==> config.mk <==
export PLATFORM = sky130hd
export DESIGN_NAME = mux16_arbiter_flat
export DESIGN_NICKNAME = d
export VERILOG_FILES = /design/src/rtl/mux16_arbiter_pkg.sv /design/src/rtl/mux16_arbiter_if.sv /design/src/rtl/mux16_arbiter_mux16.sv /design/src/rtl/mux16_arbiter.sv /design/src/flat_wrapper.sv
export SDC_FILE = /design/constraint.sdc
export NUM_CORES = 1
export LEC_CHECK = 0
export CORE_AREA = 8 8 77 79
export DETAILED_ROUTE_END_ITERATION = 8
export DIE_AREA = 0 0 85 87
export PLACE_DENSITY_LB_ADDON = 0.25
export SYNTH_ARGS = -nofsm -noshare
export SYNTH_HDL_FRONTEND = slang
export SYNTH_SLANG_ARGS = --single-unit
==> constraint.sdc <==
create_clock -name clk -period 1.9 [get_ports clk]
set_clock_uncertainty 0.15 [all_clocks]
set_input_delay 0.285 -clock clk [delete_from_list [all_inputs] [get_ports clk]]
set_output_delay 0.285 -clock clk [all_outputs]
set_load 0.02 [all_outputs]
==> src/rtl/mux16_arbiter_pkg.sv <==
// mux16_arbiter_pkg: shared source encodings, default width and output-register states
package mux16_arbiter_pkg;
  localparam int DEFAULT_WIDTH = 16;
  localparam logic SRC_A = 1'b0;
  localparam logic SRC_B = 1'b1;
  typedef enum logic {EMPTY = 1'b0, FULL = 1'b1} state_e;
endpackage

==> src/rtl/mux16_arbiter_if.sv <==
// mux16_arbiter_if: both producer handshakes plus the consumer side of the arbiter
interface mux16_arbiter_if
  import mux16_arbiter_pkg::*;
#(
  parameter int WIDTH = DEFAULT_WIDTH,
  parameter int CNT_W = 16
);
  logic             a_valid;
  logic [WIDTH-1:0] a_data;
  logic             a_ready;
  logic             b_valid;
  logic [WIDTH-1:0] b_data;
  logic             b_ready;
  logic             out_valid;
  logic [WIDTH-1:0] out_data;
  logic             out_ready;
  logic             out_src;
  logic [CNT_W-1:0] xfer_count;
  modport master (
    output a_valid, a_data, b_valid, b_data, out_ready,
    input  a_ready, b_ready, out_valid, out_data, out_src, xfer_count
  );
  modport slave (
    input  a_valid, a_data, b_valid, b_data, out_ready,
    output a_ready, b_ready, out_valid, out_data, out_src, xfer_count
  );
endinterface

==> src/rtl/mux16_arbiter_mux16.sv <==
// mux16_arbiter_mux16: the shared two-input word multiplexer (sel 0 = a, 1 = b)
module mux16_arbiter_mux16
  import mux16_arbiter_pkg::*;
#(
  parameter int WIDTH = DEFAULT_WIDTH
) (
  input  logic [WIDTH-1:0] a_i,
  input  logic [WIDTH-1:0] b_i,
  input  logic             sel_i,
  output logic [WIDTH-1:0] y_o
);
  assign y_o = (sel_i == SRC_B) ? b_i : a_i;
endmodule

==> src/rtl/mux16_arbiter.sv <==
// mux16_arbiter: round-robin share of one Mux16 between sources A and B into a one-word output register
module mux16_arbiter
  import mux16_arbiter_pkg::*;
#(
  parameter int WIDTH = DEFAULT_WIDTH,
  parameter int CNT_W = 16
) (
  input  logic            clk,
  input  logic            reset,
  mux16_arbiter_if.slave  bus
);
  state_e           state_q, state_d;
  logic             last_grant_q, last_grant_d;
  logic             src_q, src_d;
  logic [WIDTH-1:0] data_q, data_d;
  logic [CNT_W-1:0] cnt_q, cnt_d;
  logic [WIDTH-1:0] mux_y;
  logic             free, winner, accept;
  mux16_arbiter_mux16 #(.WIDTH(WIDTH)) u_mux (
    .a_i   (bus.a_data),
    .b_i   (bus.b_data),
    .sel_i (winner),
    .y_o   (mux_y)
  );
  // With both sources valid the one not granted last wins; a lone source always wins.
  always_comb begin
    free         = (state_q == EMPTY) || bus.out_ready;
    winner       = (bus.a_valid && bus.b_valid) ? ~last_grant_q : (bus.b_valid ? SRC_B : SRC_A);
    accept       = !reset && free && (bus.a_valid || bus.b_valid);
    bus.a_ready  = accept && (winner == SRC_A);
    bus.b_ready  = accept && (winner == SRC_B);
    state_d      = accept ? FULL : (bus.out_ready ? EMPTY : state_q);
    data_d       = accept ? mux_y : data_q;
    src_d        = accept ? winner : src_q;
    last_grant_d = accept ? winner : last_grant_q;
    cnt_d        = (state_q == FULL && bus.out_ready) ? cnt_q + CNT_W'(1) : cnt_q;
  end
  always_ff @(posedge clk) begin
    if (reset) begin
      state_q      <= EMPTY;
      last_grant_q <= SRC_B;
      src_q        <= SRC_A;
      data_q       <= '0;
      cnt_q        <= '0;
    end else begin
      state_q      <= state_d;
      last_grant_q <= last_grant_d;
      src_q        <= src_d;
      data_q       <= data_d;
      cnt_q        <= cnt_d;
    end
  end
  assign bus.out_valid  = (state_q == FULL);
  assign bus.out_data   = data_q;
  assign bus.out_src    = src_q;
  assign bus.xfer_count = cnt_q;
endmodule

==> src/flat_wrapper.sv <==
// flat-port wrapper written by rule: the top's interface ports become plain ports
module mux16_arbiter_flat import mux16_arbiter_pkg::*;
#(
  parameter int WIDTH = DEFAULT_WIDTH,
  parameter int CNT_W = 16
)
  (clk, reset, bus_a_valid, bus_a_data, bus_b_valid, bus_b_data, bus_out_ready, bus_a_ready, bus_b_ready, bus_out_valid, bus_out_data, bus_out_src, bus_xfer_count);
  mux16_arbiter_if #(.WIDTH(WIDTH), .CNT_W(CNT_W)) bus_i ();
  input  logic clk;
  input  logic reset;
  input wire logic [$bits(bus_i.a_valid)-1:0] bus_a_valid;
  input wire logic [$bits(bus_i.a_data)-1:0] bus_a_data;
  input wire logic [$bits(bus_i.b_valid)-1:0] bus_b_valid;
  input wire logic [$bits(bus_i.b_data)-1:0] bus_b_data;
  input wire logic [$bits(bus_i.out_ready)-1:0] bus_out_ready;
  output wire logic [$bits(bus_i.a_ready)-1:0] bus_a_ready;
  output wire logic [$bits(bus_i.b_ready)-1:0] bus_b_ready;
  output wire logic [$bits(bus_i.out_valid)-1:0] bus_out_valid;
  output wire logic [$bits(bus_i.out_data)-1:0] bus_out_data;
  output wire logic [$bits(bus_i.out_src)-1:0] bus_out_src;
  output wire logic [$bits(bus_i.xfer_count)-1:0] bus_xfer_count;
  assign bus_i.a_valid = bus_a_valid;
  assign bus_i.a_data = bus_a_data;
  assign bus_i.b_valid = bus_b_valid;
  assign bus_i.b_data = bus_b_data;
  assign bus_i.out_ready = bus_out_ready;
  assign bus_a_ready = bus_i.a_ready;
  assign bus_b_ready = bus_i.b_ready;
  assign bus_out_valid = bus_i.out_valid;
  assign bus_out_data = bus_i.out_data;
  assign bus_out_src = bus_i.out_src;
  assign bus_xfer_count = bus_i.xfer_count;
  mux16_arbiter #(.WIDTH(WIDTH), .CNT_W(CNT_W)) u_core (.clk(clk), .reset(reset), .bus(bus_i));
endmodule
==> summary.txt, run 1 <==
Max-slew violations: 0
Switching share of power: 0.250
Clock share of power: 0.345
NetSw: 0.429 mW
Placed wire-length estimate: 3160 µm
Die W: 85 µm
DR DRC count: 0
RR Endpoint: u_core.bus.xfer_count[15]$_SDFFE_PP0P_
Syn-to-layout area delta: 66.3%
Max Cap Viol: 0
Syn_nets: 206
Share of cells above drive strength 1: 0.154
Syn. warnings: 0
EDFF count, synth: 0
Total track usage: 0.112
Cell repeated most along the worst path: nor2_1
Post-synthesis cell count: 168
Fillers: 454
Status: complete, no violations
Comb power frac: 0.196
Synth Flop Type: dfxtp_1
First-pass GRT wire length: 6670 µm
Seq cells post-synth: 35
# diodes: 0
Hold depth: 2
Synth top area share: 0.455
Routed WL: 4020 µm
CTS Root Cell: clkbuf_8
IO Port Bufs: 72
CP endpoint kind: output pin
FF-to-FF path depth: 4
Max H-tree Level: 2
Seq/Total Area, Yosys: 0.455
Largest net degree at the start of global routing: 34
Pwr per Cell Area: 671 nW/µm²
Worst-path clk slew: 0.07 ns
Worst r2r src: u_core.bus.xfer_count[9]$_SDFFE_PP0P_
Die Height: 87 µm
DRT antenna net count: 0
Register Area: 703 µm²
IO Pins: 73
Hold WC Path Type: flip-flop to flip-flop
Cell Area, Synth: 1540 µm²
Critical Path Fanout Max: 2
Synth area leaders: dfxtp_1, mux2i_1, a211oi_1
Die area: 7400 µm²
Setup ws final: 0.0629 ns
Initial antenna violation count: 0
TritonCTS buffer count: 5
Setup_tns: 0 ns
Hold Path Sink: u_core.bus.xfer_count[15]$_SDFFE_PP0P_
Unrepaired setup endpoints after global routing: no
Async SR Flop Fraction: 0
Core Area: 4850 µm²
Final Wtd Congestion: 0.737
Max incr delay on CP: 0.48 ns
Worst-Skew Late Latency: 0.28 ns
CP Launch Type: input port
Leakage: 0.953 nW
Vias: 1486
Number of global-route vias before repair: 1465
FMAX: 544 MHz
Area of all placed cells without fillers: 2560 µm²
Row cnt: 26
CTS sink count: 35
Number of post-CTS setup repair buffers: 0
Max Root-Sink Buffers: 2
Internal power: 1.29 mW
Crit-path slowest cell: clkdlybuf4s50_1
Starting Density: 0.318
Worst Tran Pin Value: 0.320 ns
WS Path Type: input port to output pin
Area of the multi-input gates: 806 µm²
CTS tree: done
Worst setup path start: bus_b_valid
Rel. slew slack: 0.785
Final setup violation count: 0
Vias/cell: 4.70
Synth Area per Inst: 9.16 µm²
Layout Nets: 297
Hold path start: u_core.bus.xfer_count[15]$_SDFFE_PP0P_
Area leader, netlist: dfxtp_1
Critical-path cell list: clkdlybuf4s50_1, nor2_1, or3_4, nor2_1, buf_4
Iter 0 DRT Violations: 36
Tcrit/Tclk final: 0.967
Yosys cell types: 32
Drt pass-1 iters: 4
Min cycle time layout: 1.84 ns
Pre-CTS setup slack: -0.517 ns
GRT overflow: 0
VDD IR max: 353 µV
Final Hold Vio Count: 0
Placed Area: 2460 µm²
R2r setup slk: 0.13 ns
Arr. time, crit path: 1.40 ns
DR WL/cell: 12.7 µm
CP Data Required Time: 1.46 ns
Flop pwr share: 0.459
==> stage by stage <==
stage,power (mW),hold slack (ns),utilization,std cells
after floorplan,0.956,0.260,-,168
after global placement,1.15,0.316,0.508,308
after detailed placement,1.15,0.319,0.508,308
after CTS,1.75,0.329,0.527,316
after global routing,1.81,0.368,0.528,316
final,1.72,0.327,0.528,316
==> final cells by class <==
class	instances	share of cell area
inverters	3	0.00440
multi-input cells	121	0.315
repair buffers	93	0.340
well taps	56	0.0274
flip-flops and latches	35	0.275
clock buffers	8	0.0391
==> Yosys cell counts (all sizes together) (2+ instances only) <==
library cell / count
nor2: 32
o21ai: 2
a211oi: 16
nor3: 5
inv: 3
and4: 2
clkbuf: 7
dfxtp: 35
xnor2: 5
buf: 2
or3: 4
xor2: 6
a21oi: 5
nand4: 4
nand2: 8
nand3: 4
mux2i: 17
==> kinds of logic (layout without fill, tap and decap cells) <==
family / after synthesis / count (layout) / share of synthesized area
AOI/OAI and AO/OA: 27 / 27 / 0.122
xor gates and xnor gates: 11 / 11 / 0.0626
adders and majority gates: 1 / 1 / 0.00813
buffers and inverters: 12 / 104 / 0.0309
DFF: 35 / 35 / 0.455
muxes: 17 / 17 / 0.111
and+or+nand+nor: 65 / 65 / 0.211
==> layer usage <==
metal	wire, µm	global-route usage	up-vias
li1	-	-	778
met5	0	0	-
met3	539	0.0802	5
met1	1680	0.118	651
met4	45	0.0388	0
met2	1750	0.170	52
==> sequential cells by signal, indices dropped and copies added (netlist names) <==
signal and count:
u_core.bus.out_src 1, u_core.bus.xfer_count 16, u_core.bus.out_valid 1, u_core.last_grant_q 1, u_core.bus.out_data 16
==> worst max-delay path by stage <==
stage | slack, ns | endpoint
detailed placement | -0.52 | bus_a_ready
global placement | -0.53 | bus_a_ready
floorplan | 0.01 | u_core.bus.xfer_count[15]$_SDFFE_PP0P_
global route | 0.008 | bus_a_ready
CTS | 0.03 | bus_a_ready
finish | 0.06 | bus_a_ready
==> power groups by stage <==
stage               combinational, mW  clock (mW)  sequential, mW
floorplan                       0.111           0           0.845
global placement                0.343           0           0.803
detailed placement              0.342           0           0.804
CTS                             0.342       0.616           0.788
global route                    0.366       0.653           0.792
finish                          0.337       0.592           0.787
==> cells in the final DEF (no fill, tap or decap), drive strengths merged <==
cell           count
mux2i             17
nand2              8
clkdlybuf4s50     69
and2               1
xnor2              5
o21ai              2
a21boi             1
nand3              4
or4b               1
nor4               1
ha                 1
a31o               1
and4               2
nor2              32
dlygate4sd2        1
inv                3
clkbuf             8
a211o              1
a21oi              5
o31ai              1
dfxtp             35
a211oi            16
nor3b              1
nor2b              1
or3                4
nand4              4
buf               23
or4                1
xor2               6
nor3               5
==> critical path, delay by kind of cell <==
| family | cells | cell delay, ns |
|---|---|---|
| buffers and inverters | 2 | 0.63 |
| and+or+nand+nor | 3 | 0.49 |
==> repair_timing <==
item                       in CTS  in global routing
hold buffers                    0                  0
setup endpoints to repair       4                  1
gates resized for setup        10                  1
pin swaps                       0                  1
hold endpoints to repair        0                  0
Note: power is estimated with default switching activity, not from simulation.
==> run 2: changes to the inputs <==
CAP_MARGIN = 15   (was not set)
==> results of run 2 <==
Final layout, timing and power as in run 1 (identical DEF).
